## config.mk

```make
export PLATFORM = sky130hd
export DESIGN_NAME = uart_rx
export DESIGN_NICKNAME = d
export VERILOG_FILES = /design/src/rtl/uart_pkg.sv /design/src/rtl/uart_sync.sv /design/src/rtl/uart_rx.sv
export SDC_FILE = /design/constraint.sdc
export NUM_CORES = 1
export LEC_CHECK = 0
export BUFFER_PORTS_ARGS = -buffer_cell sky130_fd_sc_hd__clkbuf_2
export CAP_MARGIN = 15
export CORE_AREA = 2 2 48 95
export CTS_BUF_LIST = sky130_fd_sc_hd__clkbuf_2
export DETAILED_ROUTE_END_ITERATION = 16
export DIE_AREA = 0 0 50 97
export GPL_TIMING_DRIVEN = 0
export SETUP_SLACK_MARGIN = 0.2
export SLEW_MARGIN = 20
export SYNTH_ARGS = -nofsm -noshare
export SYNTH_HDL_FRONTEND = slang
export SYNTH_SLANG_ARGS = --single-unit
```

## constraint.sdc

```tcl
create_clock -name clk -period 1.8 [get_ports clk]
set_input_delay 0 -clock clk [delete_from_list [all_inputs] [get_ports clk]]
set_output_delay 0 -clock clk [all_outputs]
set_load 0.005 [all_outputs]
```

## src/rtl/uart_pkg.sv

```systemverilog
// Shared UART definitions: receiver/transmitter state encodings, parity modes
// and default frame geometry used by the RX, TX and baud-generator blocks.
package uart_pkg;

    localparam int unsigned UART_OVERSAMPLE = 16;
    localparam int unsigned UART_DATA_BITS  = 8;

    typedef enum logic [2:0] {
        S_IDLE,
        S_START,
        S_DATA,
        S_PARITY,
        S_STOP
    } uart_state_t;

    localparam logic [1:0] PAR_NONE = 2'b00;
    localparam logic [1:0] PAR_ODD  = 2'b01;
    localparam logic [1:0] PAR_EVEN = 2'b10;

    // Mode 2'b11 is reserved and behaves as no parity.
    function automatic logic parity_enabled(input logic [1:0] mode);
        return (mode == PAR_ODD) || (mode == PAR_EVEN);
    endfunction

endpackage

```

## src/rtl/uart_sync.sv

```systemverilog
// Multi-flop synchroniser for a single asynchronous input; presets to 1 so an
// idle-high line does not look like activity coming out of reset.
module uart_sync #(
    parameter int unsigned SYNC_STAGES = 2
) (
    input  logic clk,
    input  logic a_reset,
    input  logic d,
    output logic q
);

    logic [SYNC_STAGES-1:0] sync_q;

    always_ff @(posedge clk) begin
        if (a_reset) begin
            sync_q <= '1;
        end else begin
            sync_q[0] <= d;
            for (int unsigned i = 1; i < SYNC_STAGES; i++) begin
                sync_q[i] <= sync_q[i-1];
            end
        end
    end

    assign q = sync_q[SYNC_STAGES-1];

endmodule

```

## src/rtl/uart_rx.sv

```systemverilog
// 16x-oversampled UART receiver: qualifies the start bit at mid-bit, shifts in
// LSB-first data, checks optional parity and the stop bit, strobes rx_done.
module uart_rx
    import uart_pkg::*;
#(
    parameter int unsigned OVERSAMPLE  = UART_OVERSAMPLE,
    parameter int unsigned DATA_BITS   = UART_DATA_BITS,
    parameter int unsigned SYNC_STAGES = 2
) (
    input  logic                 clk,
    input  logic                 a_reset,
    input  logic                 b_tick,
    input  logic                 rx,
    input  logic [1:0]           parity,
    output logic [DATA_BITS-1:0] rx_data,
    output logic                 rx_done,
    output logic                 parity_err,
    output logic                 frame_err,
    output logic                 rx_busy
);

    localparam int unsigned TICK_W = $clog2(OVERSAMPLE);
    localparam int unsigned BIT_W  = (DATA_BITS > 1) ? $clog2(DATA_BITS) : 1;

    localparam logic [TICK_W-1:0] TICK_MID  = TICK_W'(OVERSAMPLE / 2 - 1);
    localparam logic [TICK_W-1:0] TICK_LAST = TICK_W'(OVERSAMPLE - 1);
    localparam logic [BIT_W-1:0]  BIT_LAST  = BIT_W'(DATA_BITS - 1);

    logic rx_s;

    uart_state_t          state_q, state_d;
    logic [TICK_W-1:0]    tick_q, tick_d;
    logic [BIT_W-1:0]     bit_q, bit_d;
    logic [DATA_BITS-1:0] shift_q, shift_d;
    logic [1:0]           par_mode_q, par_mode_d;
    logic                 par_err_q, par_err_d;
    logic                 armed_q, armed_d;

    logic [DATA_BITS-1:0] rx_data_d;
    logic                 rx_done_d;
    logic                 parity_err_d;
    logic                 frame_err_d;
    logic                 rx_busy_d;

    uart_sync #(
        .SYNC_STAGES(SYNC_STAGES)
    ) u_sync (
        .clk     (clk),
        .a_reset (a_reset),
        .d       (rx),
        .q       (rx_s)
    );

    always_ff @(posedge clk) begin
        if (a_reset) begin
            state_q    <= S_IDLE;
            tick_q     <= '0;
            bit_q      <= '0;
            shift_q    <= '0;
            par_mode_q <= PAR_NONE;
            par_err_q  <= 1'b0;
            armed_q    <= 1'b0;
            rx_data    <= '0;
            rx_done    <= 1'b0;
            parity_err <= 1'b0;
            frame_err  <= 1'b0;
            rx_busy    <= 1'b0;
        end else begin
            state_q    <= state_d;
            tick_q     <= tick_d;
            bit_q      <= bit_d;
            shift_q    <= shift_d;
            par_mode_q <= par_mode_d;
            par_err_q  <= par_err_d;
            armed_q    <= armed_d;
            rx_data    <= rx_data_d;
            rx_done    <= rx_done_d;
            parity_err <= parity_err_d;
            frame_err  <= frame_err_d;
            rx_busy    <= rx_busy_d;
        end
    end

    // armed_q blocks a new start until the line has been seen high in idle,
    // so a held-low (break) line produces a single errored frame.
    always_comb begin
        state_d      = state_q;
        tick_d       = tick_q;
        bit_d        = bit_q;
        shift_d      = shift_q;
        par_mode_d   = par_mode_q;
        par_err_d    = par_err_q;
        armed_d      = armed_q;
        rx_data_d    = rx_data;
        rx_done_d    = 1'b0;
        parity_err_d = parity_err;
        frame_err_d  = frame_err;
        rx_busy_d    = rx_busy;

        if (b_tick) begin
            unique case (state_q)
                S_IDLE: begin
                    tick_d = '0;
                    if (rx_s) begin
                        armed_d = 1'b1;
                    end else if (armed_q) begin
                        state_d = S_START;
                    end
                end

                S_START: begin
                    if (tick_q == TICK_MID) begin
                        tick_d = '0;
                        if (!rx_s) begin
                            state_d    = S_DATA;
                            bit_d      = '0;
                            rx_busy_d  = 1'b1;
                            par_mode_d = parity;
                            par_err_d  = 1'b0;
                        end else begin
                            state_d = S_IDLE;
                        end
                    end else begin
                        tick_d = tick_q + 1'b1;
                    end
                end

                S_DATA: begin
                    if (tick_q == TICK_LAST) begin
                        tick_d         = '0;
                        shift_d[bit_q] = rx_s;
                        if (bit_q == BIT_LAST) begin
                            bit_d   = '0;
                            state_d = parity_enabled(par_mode_q) ? S_PARITY : S_STOP;
                        end else begin
                            bit_d = bit_q + 1'b1;
                        end
                    end else begin
                        tick_d = tick_q + 1'b1;
                    end
                end

                S_PARITY: begin
                    if (tick_q == TICK_LAST) begin
                        tick_d    = '0;
                        par_err_d = (^shift_q) ^ rx_s ^ (par_mode_q == PAR_ODD);
                        state_d   = S_STOP;
                    end else begin
                        tick_d = tick_q + 1'b1;
                    end
                end

                S_STOP: begin
                    if (tick_q == TICK_LAST) begin
                        tick_d       = '0;
                        rx_data_d    = shift_q;
                        rx_done_d    = 1'b1;
                        parity_err_d = par_err_q;
                        frame_err_d  = ~rx_s;
                        rx_busy_d    = 1'b0;
                        armed_d      = rx_s;
                        state_d      = S_IDLE;
                    end else begin
                        tick_d = tick_q + 1'b1;
                    end
                end

                default: begin
                    state_d = S_IDLE;
                    tick_d  = '0;
                end
            endcase
        end
    end

endmodule

```

==> impl_metrics.tcl <==
set metrics [dict create \
    outcome "finished, final reports clean" \
    drive_gt1_share_pct 26.3 \
    drcViolationCount 0 \
    ys.warnings.count 0 \
    setup_tns_ns 0 \
    track_usage_pct 16.5 \
    drt-pass1-iter-count 4 \
    crit_path_end_kind "flop" \
    synth_cells 198 \
    critPathLaunchType "flop" \
    antenna_found_initial 0 \
    grt_max_degree 12 \
    clock_sinks 36 \
    place_ws_ns -0.0511 \
    fin_ws_ns 0.257 \
    synth_top_area_share_pct 40.3 \
    vias 1463 \
    peakVddDrop_mv 0.518 \
    drv_cap 0 \
    syn2layout_area_growth_pct 18.6 \
    cp_data_arrival_time_ns 1.83 \
    ys_types 38 \
    worstMarginPinSlew_ns 0.473 \
    die_h_microns 97 \
    rsz0062_at_grt "yes" \
    die-area_sq_um 4850 \
    fin_crit_sh_pct 85.7 \
    final_antenna_net_count 0 \
    crit_fanout 7 \
    fin_area_sq_um 2120 \
    hold_path_class "in -> reg" \
    grt_pass1_wl_mm 6.16 \
    place_congestion 0.910 \
    start_util_pct 43.7 \
    diodes 0 \
    core_sq_um 4090 \
    fp-row-count 33 \
    p_per_area_nw_per_um2 578 \
    synth_top_area_cell "dfxtp_1" \
    yosys_register_bits 36 \
    clockRootBuffer "clkbuf_2" \
    finalCriticalPeriod_ns 1.54 \
    worstSetupPathType "reg -> reg" \
    h-tree-depth 2 \
    io_pins 18 \
    synth.area.top_cells "dfxtp_1, mux2i_1, nor2_1, xnor2_1, a21oi_1" \
    wire_per_inst_microns 13.9 \
    final.setup_skew_ns 0.0158 \
    synth_area_sq_um 1790 \
    overflow 0 \
    via_per_inst 5.23 \
    dp_hpwl_mm 2.85 \
    cts_buffer_depth 2 \
    fmax_mhz 648 \
    drt-initial-drc-count 16 \
    cts_tree "done" \
    io_buffers 16 \
    slew_headroom_pct 68.5 \
    finalSetupViolCount 0 \
    cts_made_buffers 5 \
    finalWirelength_mm 3.89 \
    clk_pin_slew_ns 0.20 \
    chipWidth_microns 50 \
    grt_pass1_vias 1339 \
    p_leak_nw 0.910 \
    cp.required_ns 2.09 \
    hold_viol_final 0 \
    placed_area_sq_um 1930 \
    maxSlewViolCount 0 \
    syn-num-nets 208 \
    nets 237 \
    seq_area_frac_synth_pct 40.3 \
    syn_avg_cell_area_sq_um 9.02 \
    insertion_delay_ns 0.40 \
]
## final timing paths
kind	slack [ns]	start	depth (start not counted)	end
max reg2reg	0.26	state_q[1]$_SDFFE_PP0P_	5	state_q[1]$_SDFFE_PP0P_
min reg2reg	0.44	u_sync.sync_q[0]$_SDFF_PP1_	1	u_sync.sync_q[1]$_SDFF_PP1_
max	0.26	state_q[1]$_SDFFE_PP0P_	5	state_q[1]$_SDFFE_PP0P_
min	0.10	b_tick	4	tick_q[1]$_SDFFE_PP0P_
## layout by cell type, fill, tap and decap left out, types with 2 or more instances in the layout
cell and n:
nor3b_4 2, nand2_1 6, nand4b_1 2, clkbuf_2 21, nand3b_1 3, ha_2 2
nor2_1 34, o21ai_0 4, nand2_2 2, nor3_1 2, a21oi_1 11, clkinv_2 2
nand3_1 11, a31oi_1 2, dfxtp_2 5, nand2b_1 6, nor3b_2 2, xnor2_1 10
dfxtp_1 29, dlygate4sd3_1 4, buf_4 4, mux2i_1 22, or2_2 2, clkbuf_1 7
buf_2 3, xor2_1 3, dfxtp_4 2, inv_1 2, nor3_2 2
## cell usage after synthesis
cell type   n
nor3_1      4
buf_4       2
nand3b_2    1
o21ai_0     4
nor2b_1     1
inv_1       2
nand3b_1    3
or3b_1      1
or2_2       2
a221oi_1    1
xor2_1      3
and2b_1     1
and3b_1     1
nand3_1    12
mux2i_1    22
buf_2       3
and3_1      1
o21a_1      1
nor3_2      1
buf_6       1
inv_2       1
nor2_1     34
nor3b_4     1
o311a_2     1
o41ai_2     1
nor3b_1     1
xnor2_1    10
nand2_1     8
ha_1        4
nor3b_2     3
and4_1      1
a31oi_1     2
nand2b_1    6
clkbuf_1    7
nand4b_1    2
a211oi_1    1
dfxtp_1    36
a21oi_1    12
## critical path, cell delays in order (launching register included)
cell,delay (ns)
dfxtp_2,0.41
or3b_1,0.40
a21oi_2,0.16
o311a_4,0.22
mux2i_1,0.21
nor2_1,0.05
## repair_timing
| item | 4_1_cts | 5_1_grt |
|---|---|---|
| setup buffers | 2 | 0 |
| setup endpoints to repair | 26 | 23 |
| resized for setup | 13 | 13 |
| hold buffers | 4 | 0 |
| pin swaps | 2 | 2 |
| hold endpoints to repair | 4 | 0 |
## layout make-up
type,instances,area [sq um]
tap,52,65.1
timing repair buffer,22,135
clock buffer,5,25.0
multi-input combinational,146,1070
sequential,36,734
buffer,13,67.6
fill,395,1970
clock inverter,3,13.8
inverter,3,11.3
## cells by family after synthesis
group                      count (synthesis)  share of synthesized area, %
buffers and inverters                     16                          4.41
DFF                                       36                          40.3
and+or+nand+nor                           84                          25.7
AOI/OAI and AO/OA                         23                          8.05
adders and majority gates                  4                          2.80
muxes                                     22                          12.3
xor gates and xnor gates                  13                          6.37
## through the flow
step                total power [W]  util [%]  hold slack (ns)  instances
floorplan                  0.000852         -            0.104        198
global placement           0.000867      47.3            0.183        266
detailed placement         0.000868      47.3            0.186        266
CTS                         0.00124      50.7           0.0735        280
global route                0.00128      51.9           0.0765        280
finish                      0.00123      51.9            0.100        280
## layer usage
metal	global-route usage, %	vias up	wire, microns
met5	0	-	0
met4	10.0	0	158
met3	3.24	14	95
met2	29.8	25	2140
met1	16.3	693	1490
li1	-	731	-
## where the power goes
part | switching (W) | internal (W) | leakage [nW]
Clock | 0.000282 | 0.0000871 | 0.0302
Sequential | 0.00000445 | 0.000800 | 0.294
Combinational | 0.0000297 | 0.0000223 | 0.586
Total | 0.000316 | 0.000909 | 0.910
## flip-flops by register name, indices dropped and copies added (netlist names)
name / flops
shift_q: 8
frame_err: 1
u_sync.sync_q: 2
par_mode_q: 2
tick_q: 4
par_err_q: 1
rx_busy: 1
state_q: 3
armed_q: 1
bit_q: 3
rx_done: 1
rx_data: 8
parity_err: 1
Note: power is estimated with default switching activity, not from simulation.
